## src/rtl/mult_32bit_seq.sv

```systemverilog
// Unsigned 32x32 -> 64-bit shift-and-add multiplier built around one ripple adder.
// One iteration per clock; the accumulator's upper half feeds the adder each cycle.

module adder_32bit (
   input  logic [31:0] a,
   input  logic [31:0] b,
   input  logic        carry_in,
   output logic [31:0] sum,
   output logic        cout
);

   assign {cout, sum} = {1'b0, a} + {1'b0, b} + {32'h0, carry_in};

endmodule

module mult_32bit_seq #(
   parameter int WIDTH = 32
) (
   input  logic               clk,
   input  logic               rst_n,
   input  logic               start,
   input  logic [WIDTH-1:0]   a,
   input  logic [WIDTH-1:0]   b,
   output logic               busy,
   output logic               done,
   output logic [2*WIDTH-1:0] product
);

   typedef enum logic [1:0] {
      IDLE = 2'd0,
      CALC = 2'd1,
      DONE = 2'd2
   } state_t;

   localparam logic [5:0] LAST_CNT = 6'(WIDTH);

   state_t               state;
   logic [WIDTH-1:0]     mcand;
   logic [2*WIDTH-1:0]   acc;
   logic [5:0]           cnt;
   logic [WIDTH-1:0]     add_b;
   logic [WIDTH-1:0]     sum;
   logic                 cout;

   // Multiplier bit currently in acc[0] selects whether the multiplicand is added.
   assign add_b = acc[0] ? mcand : '0;

   adder_32bit u_adder (
      .a        (acc[2*WIDTH-1:WIDTH]),
      .b        (add_b),
      .carry_in (1'b0),
      .sum      (sum),
      .cout     (cout)
   );

   // After 32 iterations (cnt reaches 32) one more CALC cycle publishes acc,
   // so done and the new product appear together and the DONE cycle is the pulse.
   always_ff @(posedge clk or negedge rst_n) begin
      if (!rst_n) begin
         state   <= IDLE;
         mcand   <= '0;
         acc     <= '0;
         cnt     <= '0;
         busy    <= 1'b0;
         done    <= 1'b0;
         product <= '0;
      end else begin
         case (state)
            IDLE: begin
               if (start) begin
                  mcand <= a;
                  acc   <= {{WIDTH{1'b0}}, b};
                  cnt   <= '0;
                  busy  <= 1'b1;
                  state <= CALC;
               end
            end
            CALC: begin
               if (cnt == LAST_CNT) begin
                  product <= acc;
                  done    <= 1'b1;
                  state   <= DONE;
               end else begin
                  acc <= {cout, sum, acc[WIDTH-1:1]};
                  cnt <= cnt + 6'd1;
               end
            end
            DONE: begin
               done  <= 1'b0;
               busy  <= 1'b0;
               state <= IDLE;
            end
            default: begin
               done  <= 1'b0;
               busy  <= 1'b0;
               state <= IDLE;
            end
         endcase
      end
   end

endmodule
```

## config.mk

```make
export PLATFORM = sky130hd
export DESIGN_NAME = mult_32bit_seq
export DESIGN_NICKNAME = d
export VERILOG_FILES = /design/src/rtl/mult_32bit_seq.sv
export SDC_FILE = /design/constraint.sdc
export NUM_CORES = 1
export LEC_CHECK = 0
export CAP_MARGIN = 0
export CORE_ASPECT_RATIO = 1.2
export CORE_MARGIN = 3
export CORE_UTILIZATION = 40
export CTS_BUF_LIST = sky130_fd_sc_hd__clkbuf_2 sky130_fd_sc_hd__clkbuf_4 sky130_fd_sc_hd__clkbuf_8
export DETAILED_ROUTE_END_ITERATION = 8
export GPL_ROUTABILITY_DRIVEN = 0
export PLACE_DENSITY = 0.63
export SYNTH_ARGS = -nofsm -noshare
export SYNTH_HDL_FRONTEND = slang
export SYNTH_HIERARCHICAL = 1
export SYNTH_SLANG_ARGS = --single-unit
```

## constraint.sdc

```tcl
create_clock -name clk -period 3.4 [get_ports clk]
set_clock_uncertainty 0.1 [all_clocks]
set_input_delay 0.51 -clock clk [delete_from_list [all_inputs] [get_ports clk]]
set_output_delay 0.51 -clock clk [all_outputs]
set_load 0.01 [all_outputs]
```

==> Word level (Yosys, flattened, before mapping) <==
Cells that the tools add are included.
{ "totals": {"word_cells": 38, "ff_bits": 170, "inputBits": 67} }
{ "classes": {"addsub": 2, "eq_ne": 5, "n_mux": 14, "n_reduce_logical": 8, "bitwise": 2} }
{ "ops": {"columns": ["cell", "n"], "rows": [
  ["64-bit two-way mux", 2],
  ["64-bit one-hot mux with 2 select lines", 1],
  ["32-bit by 32-bit adder with 33-bit output", 1],
  ["32-bit two-way mux", 1],
  ["6-bit two-way mux", 2],
  ["6-bit one-hot mux with 2 select lines", 1],
  ["2-bit AND reduction", 5],
  ["6-bit by 1-bit adder with 6-bit output, second input constant", 1],
  ["6-bit == test, second input constant", 1],
  ["2-bit inequality test, second input constant", 3],
  ["2-bit two-way mux", 2],
  ["1-bit one-hot mux with 2 select lines", 2],
  ["2-bit one-hot mux with 2 select lines", 1],
  ["3-bit AND reduction", 1],
  ["2-bit by 1-bit == test with 1-bit output, second input constant", 1],
  ["2-bit logical NOT", 1],
  ["1-bit two-way mux", 2],
  ["1-bit inverter", 2],
  ["2-bit nonzero test", 1]
]} }

==> Longest topological paths before layout <==
{ "logic_depth": {"ltp_word": 4, "depth_mapped": 13, "mapped_depth_nobuf": 12} }

==> By module <==
The synthesis kept the hierarchy.
{ "by_module_without_submodules": {"columns": ["module", "instances", "area_per_inst_um2", "cells_per_inst"], "rows": [
  ["mult_32bit_seq", 1, 7447.1, 576],
  ["adder_32bit", 1, 1854.3, 259]
]} }

==> Worst setup path after synthesis <==
Ideal clock, no wire load.
{ "synth_path": {"path_kind": "register -> register", "startpoint": "reg acc[0]", "endpoint": "reg acc[59]", "required_ns": 3.213, "setup_ns": 0.087, "synth_period_minus_slack_ns": 3.053, "n_path_buf": 0, "path_slack_ns": 0.347, "path_stages_with_launch": 13, "arrival_time_ns": 2.866, "path_cell_list": "dfrtp_1 > and2_1 > fa_1 > fa_1 > a21oi_1 > o32ai_1 > o211ai_2 > a21o_1 > o21ai_2 > a21o_1 > a311oi_1 > nand2_1 > o211ai_1"} }
{ "synth_between": {"elab_chain_cells": 4} }
{ "synth_lines": {"columns": ["element", "line_no", "source"], "rows": [
  ["start: declaration", "39", "logic [2*WIDTH-1:0] acc;"],
  ["start signal: assignment", "72", "acc <= {{WIDTH{1'b0}}, b};"],
  ["start signal: assignment", "84", "acc <= {cout, sum, acc[WIDTH-1:1]};"],
  ["32-bit two-way mux", "46", "assign add_b = acc[0] ? mcand : '0;"],
  ["named net add_b[0]", "41", "logic [WIDTH-1:0] add_b;"],
  ["32-bit by 32-bit adder with 33-bit output", "12", "assign {cout, sum} = {1'b0, a} + {1'b0, b} + {32'h0, carry_in};"],
  ["named net sum[28]", "42", "logic [WIDTH-1:0] sum;"],
  ["64-bit two-way mux", "79", "if (cnt == LAST_CNT) begin"],
  ["64-bit one-hot mux with 2 select lines", "68", "case (state)"]
]} }
The timed path passes the listed nets, and every way through them passes these cells. The select of a mux whose other input is x is not followed.
A chain may end at the register's enable or synchronous reset.

==> Worst setup path after layout <==
{ "layout_path": {"startpoint": "reg acc[0]", "endpoint": "reg acc[61]"} }
The elaborated chain is that of the path after synthesis.

==> impl_metrics.env <==
export IMPL_outcome="complete, no violations"
export IMPL_synth_sequential_area_ratio_pct=45.7
export IMPL_die_height_um=173
export IMPL_overflow=0
export IMPL_antenna_cells_inserted=0
export IMPL_timing_final_max_slew_violations=0
export IMPL_drt_wl_total_um=22500
export IMPL_critical_path_arrival_ns=3.52
export IMPL_synth_edff_count=0
export IMPL_setup_worst_path_start="acc[0]"
export IMPL_hold_path_startpoint="done"
export IMPL_finalSetupViolCount=0
export IMPL_buffer_ports_inserted=132
export IMPL_setup_tns_final_ns=0
export IMPL_drt_pre_antenna_iters=4
export IMPL_total_clock_buffers_created_by_cts=17
export IMPL_reg2reg_setup_slack_ns=0.19
export IMPL_max_freq_mhz=311
export IMPL_internal_power_w=0.00696
export IMPL_period_minus_slack_ns=3.21
export IMPL_initial_utilization_pct=41.0
export IMPL_cts_clk_slew_worst_paths_ns=0.11
export IMPL_clkPwrFrac_pct=13.4
export IMPL_layout_area_overhead_vs_synth_pct=24.2
export IMPL_swShare_pct=41.4
export IMPL_first_global_vias=7046
export IMPL_post_route_cells_drive_above_1_share_pct=24.7
export IMPL_clock_latency_ns=0.49
export IMPL_ioPinCount=133
export IMPL_core_region_area_um2=22700
export IMPL_finalCritPeriodShare_pct=94.5
export IMPL_timing_final_hold_violations=0
export IMPL_clock_tree_htree_level_count=4
export IMPL_rows=60
export IMPL_post_drt_wl_per_cell_um=17.5
export IMPL_rsz0062_at_grt="no"
export IMPL_grt_antenna_before_repair=0
export IMPL_design_die_area_um2=25100
export IMPL_first_pass_grt_wire_length_um=37400
export IMPL_postSynthRegisterBits=170
export IMPL_combinationalPowerShare_pct=55.3
export IMPL_critPathRequiredTime_ns=3.70
export IMPL_num_fill_cells=2101
export IMPL_critical_path_startpoint_type="flip-flop"
export IMPL_clockBufferDepth=2
export IMPL_finish_net_count=1066
export IMPL_grt_start_max_net_pins=69
export IMPL_cp_max_fo=33
export IMPL_endpoint="acc[61]"
export IMPL_synth_async_sr_flop_share_pct=100
export IMPL_maxCapViolCount=0
export IMPL_share_seq_of_total_power_pct=31.3
export IMPL_global_route_usage_total_pct=18.1
export IMPL_synth_ff_type="sky130_fd_sc_hd__dfrtp_1"
export IMPL_clock_tree_root_cell="sky130_fd_sc_hd__clkbuf_8"
export IMPL_worst_slew_margin_pct=50.9
export IMPL_power_switching_w=0.00492
export IMPL_worst_r2r_path_depth=12
export IMPL_avgViaCountPerCell=5.36
export IMPL_postSynthCellCount=835
export IMPL_vias=6896
export IMPL_holdPathStages=1
export IMPL_drc=0
export IMPL_power_static_leakage_nw=4.97
export IMPL_timing_hold_worst_class="reg2reg"
export IMPL_chipWidth_um=145
export IMPL_detailed_place_hpwl_um=15400
export IMPL_synthesis_yosys_warnings=6
export IMPL_syn_area_um2=9300
export IMPL_syn_num_nets=937
export IMPL_setup_worst_path_end_class="flip-flop"
export IMPL_route_antenna_remaining_nets=0
export IMPL_yosys_cell_types_count=65
export IMPL_totalPowerFinal_w=0.0119
export IMPL_r2r_start="acc[0]"
export IMPL_vdd_ir_drop_worst_uv=400
export IMPL_cts_num_sinks=170
export IMPL_synth_avg_cell_area_um2=11.1
export IMPL_rr_endpoint="acc[61]"
export IMPL_cts_tree="yes"
export IMPL_slew_at_the_pin_closest_to_its_max_slew_limit_ns=0.736
export IMPL_initialDrtViolationCount=382
export IMPL_setup_worst_path_class="reg2reg"
export IMPL_cellPowerDensity_nw_per_um2=1030
==> repair_timing <==
item	4_1_cts	5_1_grt
buffers inserted	0	1
endpoints found under the setup margin	0	9
resized for setup	0	12
hold buffers	1	0
endpoints found under the hold margin	65	0
==> how the worst min path moves through the flow <==
stage	to	slack, ns
2_1_floorplan	acc[0]	0.11
3_3_place_gp	done	0.37
3_5_place_dp	done	0.37
4_1_cts	done	0.41
5_1_grt	product[39]	0.42
6_report	done	0.40
==> sequential cells by signal, summed over array words and instances (netlist names) <==
signal and cells:
product 64, done 1, busy 1, mcand 32
state 2, cnt 6, acc 64
==> cells in the mapped netlist, drive strengths merged, types with 2 or more instances <==
cell type  number  area (um2)
ha             33         413
dfrtp         170        4250
inv            13        48.8
xor2           16         140
mux2i           2        20.0
nor2b           2        12.5
mux2          160        1800
o311ai         24         210
nand2          94         363
a21boi          2        15.0
or4             2        15.0
o21a            4        30.0
a2111oi         3        51.3
o21ai          22         114
clkbuf         27         101
a21oi          35         175
or3             5        36.3
a211oi          6        45.0
nand3           9        50.1
a21o           15         114
xnor2          10        87.6
nor2           20        75.1
buf            23         136
fa              2        40.0
o21bai          7        56.3
nor3            7        35.0
o211ai         17         133
nor3b           4        30.0
nand4          42         269
o31ai           3        22.5
a211o           3        26.3
and3            4        25.0
and2           34         213
==> cell families (layout without fill, tap and decap cells) <==
| logic type | Yosys count | in the layout | synth area share (%) |
|---|---|---|---|
| AND/OR/NAND/NOR | 229 | 229 | 12.8 |
| flip-flops | 170 | 170 | 45.7 |
| multiplexers | 162 | 162 | 19.6 |
| AO/OA/AOI/OAI | 148 | 148 | 11.4 |
| buffers and inverters | 64 | 206 | 3.12 |
| adder cells (fa/ha/maj) | 35 | 35 | 4.87 |
| XOR/XNOR | 26 | 26 | 2.45 |
| other | 1 | 1 | 0.0403 |
==> critical path, cell delays in order, from the launching register on <==
cell and delay (ns):
sky130_fd_sc_hd__dfrtp_1 0.40, sky130_fd_sc_hd__buf_6 0.19, sky130_fd_sc_hd__and2_1 0.16, sky130_fd_sc_hd__ha_2 0.39
sky130_fd_sc_hd__nand4_2 0.14, sky130_fd_sc_hd__or3_1 0.39, sky130_fd_sc_hd__or3_4 0.40, sky130_fd_sc_hd__a2111oi_4 0.32
sky130_fd_sc_hd__a21oi_1 0.10, sky130_fd_sc_hd__o21ai_1 0.16, sky130_fd_sc_hd__xor2_1 0.16, sky130_fd_sc_hd__nand2_1 0.07
sky130_fd_sc_hd__o211ai_1 0.16
==> cell type report <==
cell class	instances	area, um2	share of cell area, %
multi-input combinational	601	4830	41.8
sequential	170	4260	36.8
clock buffer	17	234	2.03
inverter	14	52.6	0.455
tap	310	388	3.36
timing repair buffer	160	1580	13.6
clock inverter	15	216	1.87
==> per-layer routing <==
layer / vias up / part of all wire (%) / GRT usage [%]
met5: - / 0 / 0
met4: 0 / 1.3 / 4.79
met3: 23 / 5.9 / 5.24
met2: 160 / 50 / 31.2
met1: 3403 / 42 / 22.3
li1: 3310 / - / -
==> cells in the final DEF, fill, tap and decap left out, drive strengths merged, types with 4 or more instances in the layout <==
master,n
clkdlybuf4s50,131
dfrtp,170
xor2,16
a21o,15
a211oi,6
nand3,9
nand4,42
mux2,160
o311ai,24
o21ai,22
a21oi,35
xnor2,10
and3,4
or3,5
clkinv,6
nor3,7
o21a,4
o211ai,17
inv,23
o21bai,7
ha,33
clkbuf,17
and2,34
nand2,94
nor2,20
nor3b,4
buf,28
==> metrics by stage <==
stage	area [um2]	setup slack [ns]	utilization, %	std cells	hold WS, ns
floorplan	9300	0.347	-	835	0.114
global placement	11000	0.123	48.7	1253	0.366
detailed placement	11000	0.0535	48.7	1253	0.375
CTS	11500	0.0187	50.7	1286	0.406
global route	11600	0.00594	51.0	1287	0.421
finish	11600	0.187	51.0	1287	0.400
==> power by group through the flow <==
stage	Sequential [W]	Combinational [W]	Clock, W
after floorplan	0.00371	0.00452	0
after CTS	0.00374	0.00652	0.00164
final	0.00372	0.00657	0.00159
after global routing	0.00387	0.00727	0.00172
after detailed placement	0.00377	0.00648	0
after global placement	0.00376	0.00639	0
Note: power is estimated with default switching activity, not from simulation.
